===== src/rtl/wb_pipe_responder_pkg.sv =====
// Shared types and helpers for the pipelined Wishbone responder.
// A response travels as a {valid, err} tag plus a data word.
package wb_pipe_responder_pkg;

  localparam int WB_BYTE_W = 8;
  localparam int PCNT_W    = 3;

  typedef struct packed {
    logic vld;
    logic err;
  } resp_tag_t;

  // Word address lies inside a 2**lgmem deep memory
  function automatic logic addr_in_range(input logic [31:0] addr, input int lgmem);
    if (lgmem >= 32) return 1'b1;
    return (addr >> lgmem) == 32'd0;
  endfunction

endpackage


===== src/rtl/wb_pipe_responder_if.sv =====
// Pipelined Wishbone B4 bus bundle; master drives requests, slave responds.
interface wb_pipe_responder_if #(
  parameter int AW = 8,
  parameter int DW = 32
);
  import wb_pipe_responder_pkg::*;

  logic                      i_wb_cyc;
  logic                      i_wb_stb;
  logic                      i_wb_we;
  logic [AW-1:0]             i_wb_addr;
  logic [DW-1:0]             i_wb_data;
  logic [DW/WB_BYTE_W-1:0]   i_wb_sel;
  logic                      o_wb_stall;
  logic                      o_wb_ack;
  logic [DW-1:0]             o_wb_data;
  logic                      o_wb_err;

  modport master (
    output i_wb_cyc, i_wb_stb, i_wb_we, i_wb_addr, i_wb_data, i_wb_sel,
    input  o_wb_stall, o_wb_ack, o_wb_data, o_wb_err
  );

  modport slave (
    input  i_wb_cyc, i_wb_stb, i_wb_we, i_wb_addr, i_wb_data, i_wb_sel,
    output o_wb_stall, o_wb_ack, o_wb_data, o_wb_err
  );

endinterface


===== src/rtl/wb_resp_pipe.sv =====
// LATENCY-deep response shift register; stage 0 loads on the accept edge,
// the last stage drives the bus. A flush drops every in-flight response.
module wb_resp_pipe
  import wb_pipe_responder_pkg::*;
#(
  parameter int DW      = 32,
  parameter int LATENCY = 2
) (
  input  logic          i_clk,
  input  logic          i_reset,
  input  logic          i_flush,
  input  resp_tag_t     i_tag,
  input  logic [DW-1:0] i_data,
  output resp_tag_t     o_tag,
  output logic [DW-1:0] o_data
);

  resp_tag_t [LATENCY-1:0]         tag_q, tag_d;
  logic      [LATENCY-1:0][DW-1:0] data_q, data_d;

  always_comb begin
    tag_d     = tag_q;
    data_d    = data_q;
    tag_d[0]  = i_tag;
    data_d[0] = i_data;
    for (int s = 1; s < LATENCY; s++) begin
      tag_d[s]  = tag_q[s-1];
      data_d[s] = data_q[s-1];
    end
    // Only valids are cleared; stale data behind a cleared valid is harmless
    if (i_flush) begin
      for (int s = 0; s < LATENCY; s++) tag_d[s].vld = 1'b0;
    end
  end

  always_ff @(posedge i_clk or posedge i_reset) begin
    if (i_reset) begin
      tag_q  <= '0;
      data_q <= '0;
    end else begin
      tag_q  <= tag_d;
      data_q <= data_d;
    end
  end

  assign o_tag  = tag_q[LATENCY-1];
  assign o_data = data_q[LATENCY-1];

endmodule


===== src/rtl/wb_pipe_responder.sv =====
// Pipelined Wishbone slave backed by a small word memory: fixed-latency
// ACK/ERR, programmable stall pattern, stall when the outstanding count is full.
module wb_pipe_responder
  import wb_pipe_responder_pkg::*;
#(
  parameter int          AW         = 8,
  parameter int          DW         = 32,
  parameter int          LGMEM      = 4,
  parameter int          LATENCY    = 2,
  parameter int          LGDEPTH    = 3,
  parameter logic [7:0]  STALL_MASK = 8'h00
) (
  input logic               i_clk,
  input logic               i_reset,
  wb_pipe_responder_if.slave wb
);

  localparam int SW   = DW / WB_BYTE_W;
  localparam int MEMW = 1 << LGMEM;

  if (STALL_MASK == 8'hFF) begin : g_bad_mask
    $error("wb_pipe_responder: STALL_MASK of all ones would stall forever");
  end
  if (LATENCY < 1) begin : g_bad_lat
    $error("wb_pipe_responder: LATENCY must be at least 1");
  end
  if (LGMEM > AW || AW > 32) begin : g_bad_aw
    $error("wb_pipe_responder: need LGMEM <= AW <= 32");
  end

  logic [DW-1:0]      mem_q [MEMW];
  logic [LGDEPTH-1:0] cnt_q, cnt_d;
  logic [PCNT_W-1:0]  pcnt_q, pcnt_d;

  logic               cyc, stall, accept, in_range, full, resp_done;
  logic [LGMEM-1:0]   idx;
  logic [DW-1:0]      rd_data;
  resp_tag_t          req_tag, rsp_tag;
  logic [DW-1:0]      rsp_data;

  assign cyc      = wb.i_wb_cyc;
  assign idx      = wb.i_wb_addr[LGMEM-1:0];
  assign in_range = addr_in_range(32'(wb.i_wb_addr), LGMEM);
  assign full     = (cnt_q == {LGDEPTH{1'b1}});
  // Stall is combinational so the master sees it in the same cycle as stb
  assign stall    = !i_reset && cyc && (full || STALL_MASK[pcnt_q]);
  assign accept   = cyc && wb.i_wb_stb && !stall;

  // Memory is deliberately not reset; writes commit on the accept edge
  always_ff @(posedge i_clk) begin
    if (accept && wb.i_wb_we && in_range) begin
      for (int b = 0; b < SW; b++) begin
        if (wb.i_wb_sel[b]) mem_q[idx][b*WB_BYTE_W +: WB_BYTE_W] <= wb.i_wb_data[b*WB_BYTE_W +: WB_BYTE_W];
      end
    end
  end

  // Read data is captured at accept, so it already reflects earlier writes
  assign rd_data     = (!wb.i_wb_we && in_range) ? mem_q[idx] : '0;
  assign req_tag.vld = accept;
  assign req_tag.err = !in_range;

  wb_resp_pipe #(
    .DW      (DW),
    .LATENCY (LATENCY)
  ) u_pipe (
    .i_clk   (i_clk),
    .i_reset (i_reset),
    .i_flush (!cyc),
    .i_tag   (req_tag),
    .i_data  (rd_data),
    .o_tag   (rsp_tag),
    .o_data  (rsp_data)
  );

  assign resp_done = rsp_tag.vld;

  always_comb begin
    cnt_d = cnt_q;
    if (!cyc)                        cnt_d = '0;
    else if (accept && !resp_done)   cnt_d = cnt_q + LGDEPTH'(1);
    else if (!accept && resp_done)   cnt_d = cnt_q - LGDEPTH'(1);
  end

  always_comb begin
    pcnt_d = '0;
    if (cyc) pcnt_d = pcnt_q + PCNT_W'(1);
  end

  always_ff @(posedge i_clk or posedge i_reset) begin
    if (i_reset) begin
      cnt_q  <= '0;
      pcnt_q <= '0;
    end else begin
      cnt_q  <= cnt_d;
      pcnt_q <= pcnt_d;
    end
  end

  assign wb.o_wb_stall = stall;
  assign wb.o_wb_ack   = rsp_tag.vld && !rsp_tag.err;
  assign wb.o_wb_err   = rsp_tag.vld &&  rsp_tag.err;
  assign wb.o_wb_data  = rsp_data;

endmodule


===== src/flat_wrapper.sv =====
// flat-port wrapper written by rule: the top's interface ports become plain ports
module wb_pipe_responder_flat import wb_pipe_responder_pkg::*;
#(
  parameter int          AW         = 8,
  parameter int          DW         = 32,
  parameter int          LGMEM      = 4,
  parameter int          LATENCY    = 2,
  parameter int          LGDEPTH    = 3,
  parameter logic [7:0]  STALL_MASK = 8'h00
)
  (i_clk, i_reset, wb_i_wb_cyc, wb_i_wb_stb, wb_i_wb_we, wb_i_wb_addr, wb_i_wb_data, wb_i_wb_sel, wb_o_wb_stall, wb_o_wb_ack, wb_o_wb_data, wb_o_wb_err);
  wb_pipe_responder_if #(.AW(AW), .DW(DW)) wb_i ();
  input logic i_clk;
  input logic i_reset;
  input wire logic [$bits(wb_i.i_wb_cyc)-1:0] wb_i_wb_cyc;
  input wire logic [$bits(wb_i.i_wb_stb)-1:0] wb_i_wb_stb;
  input wire logic [$bits(wb_i.i_wb_we)-1:0] wb_i_wb_we;
  input wire logic [$bits(wb_i.i_wb_addr)-1:0] wb_i_wb_addr;
  input wire logic [$bits(wb_i.i_wb_data)-1:0] wb_i_wb_data;
  input wire logic [$bits(wb_i.i_wb_sel)-1:0] wb_i_wb_sel;
  output wire logic [$bits(wb_i.o_wb_stall)-1:0] wb_o_wb_stall;
  output wire logic [$bits(wb_i.o_wb_ack)-1:0] wb_o_wb_ack;
  output wire logic [$bits(wb_i.o_wb_data)-1:0] wb_o_wb_data;
  output wire logic [$bits(wb_i.o_wb_err)-1:0] wb_o_wb_err;
  assign wb_i.i_wb_cyc = wb_i_wb_cyc;
  assign wb_i.i_wb_stb = wb_i_wb_stb;
  assign wb_i.i_wb_we = wb_i_wb_we;
  assign wb_i.i_wb_addr = wb_i_wb_addr;
  assign wb_i.i_wb_data = wb_i_wb_data;
  assign wb_i.i_wb_sel = wb_i_wb_sel;
  assign wb_o_wb_stall = wb_i.o_wb_stall;
  assign wb_o_wb_ack = wb_i.o_wb_ack;
  assign wb_o_wb_data = wb_i.o_wb_data;
  assign wb_o_wb_err = wb_i.o_wb_err;
  wb_pipe_responder #(.AW(AW), .DW(DW), .LGMEM(LGMEM), .LATENCY(LATENCY), .LGDEPTH(LGDEPTH), .STALL_MASK(STALL_MASK)) u_core (.i_clk(i_clk), .i_reset(i_reset), .wb(wb_i));
endmodule

===== config.mk =====
export PLATFORM = sky130hd
export DESIGN_NAME = wb_pipe_responder_flat
export DESIGN_NICKNAME = d
export VERILOG_FILES = /design/src/rtl/wb_pipe_responder_pkg.sv /design/src/rtl/wb_pipe_responder_if.sv /design/src/rtl/wb_resp_pipe.sv /design/src/rtl/wb_pipe_responder.sv /design/src/flat_wrapper.sv
export SDC_FILE = /design/constraint.sdc
export NUM_CORES = 1
export LEC_CHECK = 0
export ABC_AREA = 1
export BUFFER_PORTS_ARGS = -buffer_cell sky130_fd_sc_hd__buf_2
export CAP_MARGIN = 40
export CELL_PAD_IN_SITES_DETAIL_PLACEMENT = 1
export CELL_PAD_IN_SITES_GLOBAL_PLACEMENT = 1
export CORE_MARGIN = 8
export CORE_UTILIZATION = 45
export CTS_CLUSTER_SIZE = 16
export DETAILED_ROUTE_END_ITERATION = 8
export MAX_ROUTING_LAYER = met4
export PLACE_DENSITY_LB_ADDON = 0.1
export SYNTH_ARGS = -nofsm -noshare
export SYNTH_HDL_FRONTEND = slang
export SYNTH_SLANG_ARGS = --single-unit

===== constraint.sdc =====
create_clock -name i_clk -period 4.6 [get_ports i_clk]
set_input_delay 0.92 -clock i_clk [delete_from_list [all_inputs] [get_ports i_clk]]
set_output_delay 0.92 -clock i_clk [all_outputs]
set_load 0.02 [all_outputs]

# Word-level counts from Yosys, hierarchy flattened
# Memory sizes are Yosys's and may differ from the RTL's.
# Index checks and enable logic that the tools add are counted.
# word_totals
regBits,74
ram_bits,512
romBits,8
input_bits,49
output_inout_bits,35
n_memories,2
# mem_list
name,words,word_bits,rd,rd_clocked_by_memory_dff,write_ports,line,rtl
u_core.mem_q,16,32,1,0,1,wb_pipe_responder.sv:31,logic [DW-1:0] mem_q [MEMW];
(no name shown),8,1,1,0,0,wb_pipe_responder.sv:46,assign stall = !i_reset && cyc && (full || STALL_MASK[pcnt_q]);
# classes
n_addsub,3
n_lt_le_gt_ge,1
n_eq_ne,2
n_mux,20
n_reduce_logical,20
# ops
cell,count
$logic_not A32 Y1,1
$mux W32,1
$mux W1,15
$mux W3,4
$logic_and A1 B1 Y1,11
$logic_not A1 Y1,7
$add A3 B1 Y3 const B,2
$lt A3 B4 Y1 const B,1
$eq A3 B3 Y1 const B,1
$ne A3 B1 Y1 const B,1
$sub A3 B1 Y3 const B,1
$logic_or A1 B1 Y1,1

# Depth between registers and ports, before layout
# logic_depth
depth_word,11
ltp_mapped,12
depth_no_buf,11

# By module
# A second synthesis with hierarchy kept.
# unflattened
cells_unflattened,2248
area_unflattened_um2,23660.2
# by_module_without_submodules
mod,instances,cells_per_inst,area_each_um2
wb_pipe_responder,1,2173,21924.8
wb_resp_pipe,1,75,1735.4

# Worst setup path before layout
# Ideal clock, no wire load.
# synth_path
kind,input to register
startpoint,input wb_i_wb_cyc
endpoint,"memory u_core.mem_q[11][0], enable pin"
setup_time_ps,370
t_arrival_ps,2216
required_time_ps,4230
setup_slack_ps,2014
path_stages,9
path_buffers,2
cell_sequence,buf_6 inv_4 nor2_2 nand2_4 nand2_4 nor3_4 nand2_4 buf_6 nor2_1
# synth_between
elab_chain_len,8
word_cells_on_any_way,9
classes_between,mux (2); reduce/logical (7)
# synth_lines
item,line,rtl
"start, declared",flat_wrapper.sv:15,input wire logic [$bits(wb_i.i_wb_cyc)-1:0] wb_i_wb_cyc;
$logic_and A1 B1 Y1 (2 in a row),wb_pipe_responder.sv:46,
$logic_not A1 Y1,wb_pipe_responder.sv:47,assign accept = cyc && wb.i_wb_stb && !stall;
$logic_and A1 B1 Y1 (*),wb_pipe_responder.sv:47,
$logic_and A1 B1 Y1 (*) (2 in a row),wb_pipe_responder.sv:51,if (accept && wb.i_wb_we && in_range) begin
$mux W1 (*),wb_pipe_responder.sv:51,
$mux W1 (not written as such) (*),wb_pipe_responder.sv:53,if (wb.i_wb_sel[b]) mem_q[idx][b*WB_BYTE_W +: WB_BYTE_W] <= wb.i_wb_data[b*WB_BYTE_W +: WB_BYTE_W];
"end, declared",wb_pipe_responder.sv:31,
# Every way passes the cells marked *; elsewhere a longest branch is shown, timed or not.

# Final worst setup path
# layout_path
startpoint,input wb_i_wb_addr[1]
endpoint,"memory u_core.mem_q[11][20], enable pin"
# layout_rtl
item,line,rtl
"start, declared",flat_wrapper.sv:18,input wire logic [$bits(wb_i.i_wb_addr)-1:0] wb_i_wb_addr;
# Straight into the memory's write port.

==> impl_metrics.ini <==
[synth]
ys_top_cells_by_count = nand2_1 (1375), edfxtp_1 (512), nor2_1 (135)
syn-mean-instance-area_um2 = 10.5
synth_top_cell_area_share_pct = 65.1
ys_ff_latch = 583
yosysUniqueCellTypes = 20
syn-cell-area_um2 = 23600
synth_ff_type = edfxtp_1
synth_area_leaders = edfxtp_1 (65%), nand2_1 (22%), dfrtp_1 (7.5%)
async_flop_share_pct = 12.2
syn-instance-count = 2240
yosysSeqAreaShare_pct = 72.7
synth_most_common_cell = nand2_1
synth_top_cell_by_area = edfxtp_1
syn_nets = 2290
synth_edf_count = 512
yosysWarnings = 0

[cts]
insertion_delay_ns = 0.61
cts_root_buf = clkbuf_16
post_cts_buffers = 0
ctsResizeCount = 0
cts_made_buffers = 59
holdBufCountCts = 0
clockBufferDepth = 3
clk_pin_slew_worst_paths_ns = 0.06
cts_tree = done
ctsHtreeMaxLevel = 2
cts.sinks = 583

[grt]
grt_usage_pct = 21.9
grt_pass1_vias = 16200
grt_overflow = 0
grt_pass1_wl_mm = 97.7
grt_max_degree = 137
antenna_found_initial = 0

[cells_and_area]
syn_to_final_growth_pct = 12.3
diodes = 0
final_nets = 2347
fin_util_pct = 50.8
drive_gt1_share_pct = 9.04

[setup_path]
startpoint_type = input pin
critPathSlowestCell = nor2_1
path_delay_family = simple AND/OR/NAND/NOR gates
crit_fanout = 66
timing.reg2reg.setup_slack_ns = 1.91
rr_endpoint = u_core.mem_q[5][16]$_DFFE_PP_
reg2reg_depth = 7
worstSetupEndpointType = register
critPathMaxStageDelay_ns = 0.70
reg2reg_from = u_core.cnt_q[1]$_DFFE_PP0P_
crit_arrival_ns = 3.03
worstPathBufferInverterCount = 3
crit_type = input pin to register
cp.depth = 6
crit_required_ns = 4.84
crit_chain = buf_4, buf_4, nand2_1, inv_1, nand2_1, nor2_1

[timing]
fmaxAchievable_mhz = 359
maxSlewViolCount = 0
worstMarginPinSlew_ns = 0.906
finClkSkew_ns = 0.00986
period_minus_slack_ns = 2.78
finalCritPeriodShare_pct = 60.5
hold_viol = 0
final.setup.tns_ns = 0
max-slew-margin-rel_pct = 39.6
setup_ws_ns = 1.82
rsz0062_at_grt = no
finalSetupViolCount = 0

[floorplanning]
io_pins = 84
start_util_pct = 45.2
die_w_um = 245
dieArea_um2 = 60000
coreArea_um2 = 52200
row_count = 84
die_y_um = 245

[route]
wirelength_met1_mm = 29.0
drt_pass1_iterations = 5
antenna_left = 0
vias = 15300
drt_first_iter_violations = 1087
finalWirelength_mm = 63.3
vias_per_cell = 5.04
avgRoutedWirePerCell_um = 20.9
route.detailed.drc = 0
wl_met2_mm = 30.1
wl_met3_mm = 2.58
top_layer = met4

[place]
globalplace.congestion = 0.772
dp_slack_ns = 1.18
hpwl_mm = 38.7
io_buffers = 83

[power_and_ir_drop]
powerDensity_nw_per_um2 = 418
irDropWorstVdd_v = 0.000325
seq_power_share_pct = 52.1
internal-power_mw = 8.63
switchingPower_mw = 2.45
clkPwrFrac_pct = 42.4
p_leak_nw = 11.3
p_comb_share_pct = 5.5
p_sw_share_pct = 22.1

[run]
drv_cap = 0

[status]
outcome = finished clean

[min_path]
min_path_type = input pin to asynchronous set/reset pin
-- kinds of logic after synthesis --
group | after synthesis | synth area share [%]
adder cells (fa/ha/maj) | 1 | 0.0848
buffers and inverters | 124 | 2.48
flip-flops | 583 | 72.7
XOR/XNOR | 1 | 0.0371
AND/OR/NAND/NOR | 1531 | 24.7
-- per-layer routing --
metal | vias up | track usage, %
met5 | - | -
met4 | 0 | 6.10
met3 | 97 | 2.96
met2 | 295 | 35.3
met1 | 7567 | 29.0
li1 | 7320 | -
-- flip-flops by register name (all words and copies together) (netlist names) --
name and flops:
u_core.u_pipe.o_data 32, u_core.u_pipe.o_tag 2, u_core.u_pipe.data_d 32, u_core.u_pipe.tag_d 1
u_core.cnt_q 3, u_core.mem_q 512, u_core.u_pipe.tag_q 1
-- layout by cell type (no fill, tap or decap), types with 4 or more instances in the layout --
cell and instances:
nor2_1 133, nand4_1 4, inv_1 12, buf_4 16, edfxtp_1 512, clkinv_2 19
nand2_4 6, buf_2 81, clkinv_1 9, clkbuf_16 61, clkbuf_1 11, bufinv_16 5
nor2_2 5, nand2_1 1375, dfrtp_1 71
-- power by group through the flow --
stage	logic [mW]	registers, mW	clock network [mW]
after floorplan	0.336	5.89	0
after global placement	0.595	5.88	0
after detailed placement	0.618	5.88	0
after CTS	0.622	5.77	4.81
after global routing	0.682	5.77	4.99
final	0.607	5.77	4.70
-- worst max path at each step --
stage               startpoint                                 end  slack (ns)
2_1_floorplan          i_reset         u_core.cnt_q[0]$_DFFE_PP0P_        1.88
3_3_place_gp   wb_i_wb_addr[0]      u_core.mem_q[11][23]$_DFFE_PP_        1.08
3_5_place_dp   wb_i_wb_addr[2]        u_core.mem_q[4][4]$_DFFE_PP_        1.18
4_1_cts        wb_i_wb_addr[2]        u_core.mem_q[4][0]$_DFFE_PP_        1.79
5_1_grt        wb_i_wb_addr[0]  u_core.u_pipe.data_d[59]$_DFF_PP0_        1.64
6_report       wb_i_wb_addr[1]      u_core.mem_q[11][20]$_DFFE_PP_        1.82
-- metrics by stage --
step	instances	hold slack [ns]	total power [mW]	instance area, um2
after floorplan	2240	0.331	6.22	23600
after global placement	2920	0.332	6.48	24500
after detailed placement	2924	0.336	6.50	24600
after CTS	3032	0.347	11.2	26500
after global routing	3032	0.352	11.4	26500
final	3032	0.346	11.1	26500
-- cell type report --
class	count	area, um2
clock inverters	34	292
repair buffers	102	642
flip-flops and latches	583	17200
fillers	5669	25700
multi-input cells	1533	5890
well taps	688	861
clock buffers	74	1600
inverters	18	82.6
No activity file was read; power rests on OpenSTA's default activity.
